==> src/rtl/nco_sweep_ctrl_if.sv <==
// Control and NCO-facing signal bundle for the NCO sweep sequencer.
// The master side supplies sweep commands/configuration; the slave side
// (the sequencer) drives the NCO controls and sweep status.
interface nco_sweep_ctrl_if #(
  parameter int APR = 32,
  parameter int NCW = 16,
  parameter int DWW = 16
);
  logic           start;
  logic           abort;
  logic [APR-1:0] f_start;
  logic [APR-1:0] f_step;
  logic [NCW-1:0] n_steps;
  logic [DWW-1:0] dwell;
  logic           loop_en;
  logic [APR-1:0] phi_inc_o;
  logic           nco_clken;
  logic [NCW-1:0] step_idx;
  logic           busy;
  logic           sweep_valid;
  logic           done;

  modport master (
    output start, abort, f_start, f_step, n_steps, dwell, loop_en,
    input  phi_inc_o, nco_clken, step_idx, busy, sweep_valid, done
  );

  modport slave (
    input  start, abort, f_start, f_step, n_steps, dwell, loop_en,
    output phi_inc_o, nco_clken, step_idx, busy, sweep_valid, done
  );
endinterface

==> src/rtl/nco_sweep_ctrl.sv <==
// Stepped-frequency sweep sequencer in front of an NCO.
// Holds each phase increment for max(dwell,1) cycles, optionally loops,
// flushes the NCO pipeline for NCO_LAT cycles after the last step and marks
// which NCO output samples belong to the sweep. All outputs are registered.
module nco_sweep_ctrl #(
  parameter int APR     = 32,
  parameter int NCW     = 16,
  parameter int DWW     = 16,
  parameter int NCO_LAT = 12
) (
  input  logic             clk,
  input  logic             reset,
  nco_sweep_ctrl_if.slave  bus
);

  localparam int LW = $clog2(NCO_LAT + 1);
  localparam logic [LW-1:0] LAT_MAX = LW'(NCO_LAT);

  typedef enum logic [1:0] {ST_IDLE, ST_RUN, ST_FLUSH} state_t;

  state_t         state_reg, state_next;
  logic [APR-1:0] f_start_reg, f_start_next;
  logic [APR-1:0] f_step_reg, f_step_next;
  logic [NCW-1:0] n_steps_reg, n_steps_next;
  logic [DWW-1:0] dwell_reg, dwell_next;       // effective dwell, never 0
  logic [APR-1:0] phi_reg, phi_next;
  logic [NCW-1:0] step_reg, step_next;
  logic [DWW-1:0] dwell_cnt_reg, dwell_cnt_next;
  logic [LW-1:0]  lat_cnt_reg, lat_cnt_next;   // clken cycles since RUN entry, saturating
  logic [LW-1:0]  flush_cnt_reg, flush_cnt_next;
  logic           clken_reg, clken_next;
  logic           busy_reg, busy_next;
  logic           valid_reg, valid_next;
  logic           done_reg, done_next;

  logic           last_step;
  logic           dwell_exp;

  assign last_step = (step_reg == n_steps_reg - NCW'(1));
  assign dwell_exp = (dwell_cnt_reg == dwell_reg - DWW'(1));

  // Next-state and next-output logic; abort overrides everything and a
  // start that coincides with abort is dropped without touching config.
  always_comb begin
    state_next     = state_reg;
    f_start_next   = f_start_reg;
    f_step_next    = f_step_reg;
    n_steps_next   = n_steps_reg;
    dwell_next     = dwell_reg;
    phi_next       = phi_reg;
    step_next      = step_reg;
    dwell_cnt_next = dwell_cnt_reg;
    lat_cnt_next   = lat_cnt_reg;
    flush_cnt_next = flush_cnt_reg;
    done_next      = 1'b0;

    if (bus.abort) begin
      state_next = ST_IDLE;
    end else begin
      // clken is high throughout RUN and FLUSH, so count every busy cycle
      if (state_reg != ST_IDLE && lat_cnt_reg != LAT_MAX)
        lat_cnt_next = lat_cnt_reg + LW'(1);

      case (state_reg)
        ST_IDLE: begin
          if (bus.start) begin
            f_start_next = bus.f_start;
            f_step_next  = bus.f_step;
            n_steps_next = bus.n_steps;
            dwell_next   = (bus.dwell == '0) ? DWW'(1) : bus.dwell;
            if (bus.n_steps != '0) begin
              state_next     = ST_RUN;
              phi_next       = bus.f_start;
              step_next      = '0;
              dwell_cnt_next = '0;
              lat_cnt_next   = '0;
            end else begin
              done_next = 1'b1;
            end
          end
        end

        ST_RUN: begin
          if (dwell_exp) begin
            dwell_cnt_next = '0;
            if (!last_step) begin
              phi_next  = phi_reg + f_step_reg;
              step_next = step_reg + NCW'(1);
            end else if (bus.loop_en) begin
              // looping is decided by the live loop_en at the last step
              phi_next  = f_start_reg;
              step_next = '0;
            end else begin
              state_next     = ST_FLUSH;
              flush_cnt_next = '0;
            end
          end else begin
            dwell_cnt_next = dwell_cnt_reg + DWW'(1);
          end
        end

        ST_FLUSH: begin
          if (flush_cnt_reg == LAT_MAX - LW'(1)) begin
            state_next = ST_IDLE;
            done_next  = 1'b1;
          end else begin
            flush_cnt_next = flush_cnt_reg + LW'(1);
          end
        end

        default: state_next = ST_IDLE;
      endcase
    end

    if (state_next == ST_IDLE)
      lat_cnt_next = '0;

    clken_next = (state_next != ST_IDLE);
    busy_next  = (state_next != ST_IDLE);
    valid_next = (state_next != ST_IDLE) && (lat_cnt_next == LAT_MAX);
  end

  // FSM state register.
  always_ff @(posedge clk) begin
    if (reset)
      state_reg <= ST_IDLE;
    else
      state_reg <= state_next;
  end

  // Configuration, datapath, counters and registered outputs.
  always_ff @(posedge clk) begin
    if (reset) begin
      f_start_reg   <= '0;
      f_step_reg    <= '0;
      n_steps_reg   <= '0;
      dwell_reg     <= '0;
      phi_reg       <= '0;
      step_reg      <= '0;
      dwell_cnt_reg <= '0;
      lat_cnt_reg   <= '0;
      flush_cnt_reg <= '0;
      clken_reg     <= 1'b0;
      busy_reg      <= 1'b0;
      valid_reg     <= 1'b0;
      done_reg      <= 1'b0;
    end else begin
      f_start_reg   <= f_start_next;
      f_step_reg    <= f_step_next;
      n_steps_reg   <= n_steps_next;
      dwell_reg     <= dwell_next;
      phi_reg       <= phi_next;
      step_reg      <= step_next;
      dwell_cnt_reg <= dwell_cnt_next;
      lat_cnt_reg   <= lat_cnt_next;
      flush_cnt_reg <= flush_cnt_next;
      clken_reg     <= clken_next;
      busy_reg      <= busy_next;
      valid_reg     <= valid_next;
      done_reg      <= done_next;
    end
  end

  assign bus.phi_inc_o   = phi_reg;
  assign bus.nco_clken   = clken_reg;
  assign bus.step_idx    = step_reg;
  assign bus.busy        = busy_reg;
  assign bus.sweep_valid = valid_reg;
  assign bus.done        = done_reg;

endmodule

==> src/flat_wrapper.sv <==
// flat-port wrapper written by rule: the top's interface ports become plain ports
module nco_sweep_ctrl_flat 
#(
  parameter int APR     = 32,
  parameter int NCW     = 16,
  parameter int DWW     = 16,
  parameter int NCO_LAT = 12
)
  (clk, reset, bus_start, bus_abort, bus_f_start, bus_f_step, bus_n_steps, bus_dwell, bus_loop_en, bus_phi_inc_o, bus_nco_clken, bus_step_idx, bus_busy, bus_sweep_valid, bus_done);
  nco_sweep_ctrl_if #(.APR(APR), .NCW(NCW), .DWW(DWW)) bus_i ();
  input  logic clk;
  input  logic reset;
  input wire logic [$bits(bus_i.start)-1:0] bus_start;
  input wire logic [$bits(bus_i.abort)-1:0] bus_abort;
  input wire logic [$bits(bus_i.f_start)-1:0] bus_f_start;
  input wire logic [$bits(bus_i.f_step)-1:0] bus_f_step;
  input wire logic [$bits(bus_i.n_steps)-1:0] bus_n_steps;
  input wire logic [$bits(bus_i.dwell)-1:0] bus_dwell;
  input wire logic [$bits(bus_i.loop_en)-1:0] bus_loop_en;
  output wire logic [$bits(bus_i.phi_inc_o)-1:0] bus_phi_inc_o;
  output wire logic [$bits(bus_i.nco_clken)-1:0] bus_nco_clken;
  output wire logic [$bits(bus_i.step_idx)-1:0] bus_step_idx;
  output wire logic [$bits(bus_i.busy)-1:0] bus_busy;
  output wire logic [$bits(bus_i.sweep_valid)-1:0] bus_sweep_valid;
  output wire logic [$bits(bus_i.done)-1:0] bus_done;
  assign bus_i.start = bus_start;
  assign bus_i.abort = bus_abort;
  assign bus_i.f_start = bus_f_start;
  assign bus_i.f_step = bus_f_step;
  assign bus_i.n_steps = bus_n_steps;
  assign bus_i.dwell = bus_dwell;
  assign bus_i.loop_en = bus_loop_en;
  assign bus_phi_inc_o = bus_i.phi_inc_o;
  assign bus_nco_clken = bus_i.nco_clken;
  assign bus_step_idx = bus_i.step_idx;
  assign bus_busy = bus_i.busy;
  assign bus_sweep_valid = bus_i.sweep_valid;
  assign bus_done = bus_i.done;
  nco_sweep_ctrl #(.APR(APR), .NCW(NCW), .DWW(DWW), .NCO_LAT(NCO_LAT)) u_core (.clk(clk), .reset(reset), .bus(bus_i));
endmodule
==> config.mk <==
export PLATFORM = sky130hd
export DESIGN_NAME = nco_sweep_ctrl_flat
export DESIGN_NICKNAME = d
export VERILOG_FILES = /design/src/rtl/nco_sweep_ctrl_if.sv /design/src/rtl/nco_sweep_ctrl.sv /design/src/flat_wrapper.sv
export SDC_FILE = /design/constraint.sdc
export NUM_CORES = 1
export LEC_CHECK = 0
export ABC_AREA = 1
export CAP_MARGIN = 25
export CORE_ASPECT_RATIO = 2
export CORE_MARGIN = 2
export CORE_UTILIZATION = 60
export DETAILED_ROUTE_END_ITERATION = 6
export PLACE_DENSITY = 0.85
export SLEW_MARGIN = 15
export SYNTH_ARGS = -nofsm -noshare
export SYNTH_HDL_FRONTEND = slang
export SYNTH_SLANG_ARGS = --single-unit
==> constraint.sdc <==
create_clock -name clk -period 4.7 [get_ports clk]
set_clock_uncertainty 0.1 [all_clocks]
set_input_delay 0.94 -clock clk [delete_from_list [all_inputs] [get_ports clk]]
set_output_delay 0.94 -clock clk [all_outputs]
set_load 0.03 [all_outputs]
==> run summary <==
Req. time, crit path: 4930 ps
CP Class: reg -> reg
Resized Gates After CTS: 0
Power Internal: 0.00271 W
clk buf depth: 2
final net count: 1,970
Yosys cell types: 43
hold_ws: 350 ps
total power draw: 0.00400 W
Max-slew headroom: 38.1%
Layout Cells excl Fill: 2,057
Net Sw Frac: 32.1%
# H-tree levels: 4
Comb power frac: 23.1%
Post-Syn Area per Cell: 6.34 um2
Syn Nets: 1,855
residual DRC count: 0
type of origin of the critical path: flip-flop
Critical-path top delay cell: buf_4
largest net degree at the start of global routing: 68
final wirelength: 33,000 um
fillers: 1,507
Clock transition at path regs: 70 ps
fin crit period: 3530 ps
Hold Startpoint: u_core.f_start_reg[26]
area grow syn2layout: 19.7%
layout cell share with drive strength beyond 1: 3.85%
overall global routing resource usage: 34.4%
Sw Pwr: 0.00128 W
vias in the first global route: 11,500
critical path arrival: 3760 ps
dpl cells: 2,024
Worst Hold Class: reg -> reg
detailed placer's ending HPWL: 24,300 um
CTS Sinks: 173
CTS Hold Bufs: 0
Initial DRC Count: 620
Synth area leader: dfxtp_1
Skew-Pair Late Insertion Delay: 440 ps
worst path cell trace: inv_2 > ha_1 > nand2_1 > nor2_1 > nand3_1 > nand2_1 > nand2_1 > nand3_1 > nor2_1 > nand3_2 > buf_4 > clkinv_2 > nand2_2 > buf_4 > nand3_1 > nor2_1 > nor2_1
Post-Route Setup TNS: 0 ps
Root Buffer: clkbuf_16
die width: 99.2 um
gpl congestion: 1.01
Cells after Synth: 1,715
Worst-Margin Slew: 926 ps
post-DR vias/cell: 5.66
outcome: completed
register bit total from synthesis: 173
ANT nets after route: 0
CTS tree: built
Worst path max stage delay: 480 ps
WL/cell: 16.0 um
Initial DRT Pass Iterations: 6
Hold Violations, Final: 0
Die H: 194 um
initial core utilization: 61.1%
VDD IR max: 313 uV
total grt overflow: 0
critical register-to-register path startpoint: u_core.n_steps_reg[0]
synth top area cells: dfxtp_1, nand2_1, nor2_1
die area: 19,300 um2
source of the critical timing path: u_core.n_steps_reg[0]
Pleak: 5.72 nW
vias: 11,600
# setup viols final: 0
antenna violations before repair: 1
max-slew violations: 0
Syn Std Cell Area: 10,900 um2
CORE AREA: 17,800 um2
achievable frequency: 283 MHz
CP Max Fanout: 46
cts bufs inserted: 17
FP Rows: 69
critical path capture point type: flip-flop
Clk network pwr share: 36.2%
part of the power in registers: 40.7%
top cell type's share of synthesized area: 31.9%
IO Port Bufs: 152
RSZ-0062 raised after global routing: no
postcts setup bufs: 0
fin crit share: 75.1%
MaxCap Viol Count: 0
first-pass GRT wire length: 54,500 um
PwrDens: 307 nW/um2
sequential share of the synthesized area: 31.9%
YS warnings: 0
most frequent cell on the critical path: nor2_1
I/O Pins: 153
cell usage in the layout, fill, tap and decap left out, types with 25 or more instances in the layout:
cell / count
ha_1: 38
nor3_1: 27
clkdlybuf4s50_1: 152
a21oi_1: 124
o21ai_0: 137
inv_1: 134
nand4_1: 25
dfxtp_1: 173
xor2_1: 50
nor2_1: 331
nand2_1: 374
nand3_1: 116
power groups by stage:
| stage | Combinational [W] | Clock, W | Sequential, W |
|---|---|---|---|
| after floorplan | 0.000574 | 0 | 0.00169 |
| after global placement | 0.000891 | 0 | 0.00166 |
| after detailed placement | 0.000909 | 0 | 0.00166 |
| after CTS | 0.000917 | 0.00146 | 0.00163 |
| after global routing | 0.00103 | 0.00151 | 0.00164 |
| final | 0.000924 | 0.00145 | 0.00163 |
worst paths after layout:
check	to	slack, ps	cells past startpoint
max reg2reg	u_core.bus.phi_inc_o[13]	1170	17
max	u_core.bus.phi_inc_o[13]	1170	17
min reg2reg	u_core.f_start_reg[26]	350	2
min	u_core.f_start_reg[26]	350	2
critical path, delay by kind of cell, from the launching register on:
family | cells | cell delay [ps]
flip-flops | 1 | 330
buffers and inverters | 4 | 1300
adder cells (fa/ha/maj) | 1 | 210
AND/OR/NAND/NOR | 12 | 1460
stage by stage:
stage	instance area (um2)	utilization, %	setup slack [ps]
2_1_floorplan	10900	-	2230
3_3_place_gp	12400	69.9	1140
3_5_place_dp	12400	69.9	1070
4_1_cts	13000	73.1	1220
5_1_grt	13000	73.2	828
6_report	13000	73.2	1170
layout make-up:
cell class	count	area (um2)	area share [%]
antenna	1	2.50	0.0192
clock buffer	21	450	3.46
clock inverter	11	135	1.04
inverter	149	563	4.33
multi-input combinational	1325	6520	50.1
sequential	173	3460	26.6
tap	213	267	2.05
timing repair buffer	164	1610	12.4
synth_stat cells, drive strengths merged:
master / number
and2: 2
o21bai: 6
xnor2: 21
o21a: 2
a221oi: 1
nand3b: 7
a21oi: 124
a21o: 6
dfxtp: 173
ha: 38
a32oi: 1
fa: 1
clkbuf: 43
o32ai: 1
a21boi: 2
nor4: 13
o21ai: 143
buf: 25
a31o: 1
nand3: 118
inv: 146
nor3: 28
xor2: 50
a211oi: 12
nand4: 25
or2: 5
clkinv: 3
nor2: 337
nor3b: 2
a31oi: 2
nand2: 377
kinds of logic after synthesis:
group | after synthesis | synth area share [%]
compound gates | 301 | 14.7
simple gates | 914 | 35.0
buf+inv | 217 | 8.22
xor+xnor | 71 | 5.72
flops | 173 | 31.9
fa+ha+maj | 39 | 4.56
metal layers:
layer  track usage, %  share of wire (%)  routed length (um)
met2             63.6                 54               17800
met4             16.2                3.8                1270
met3             4.67                4.8                1600
met1             37.9                 37               12400
met5                0                  0                   0
(Power assumes the default switching activity.)
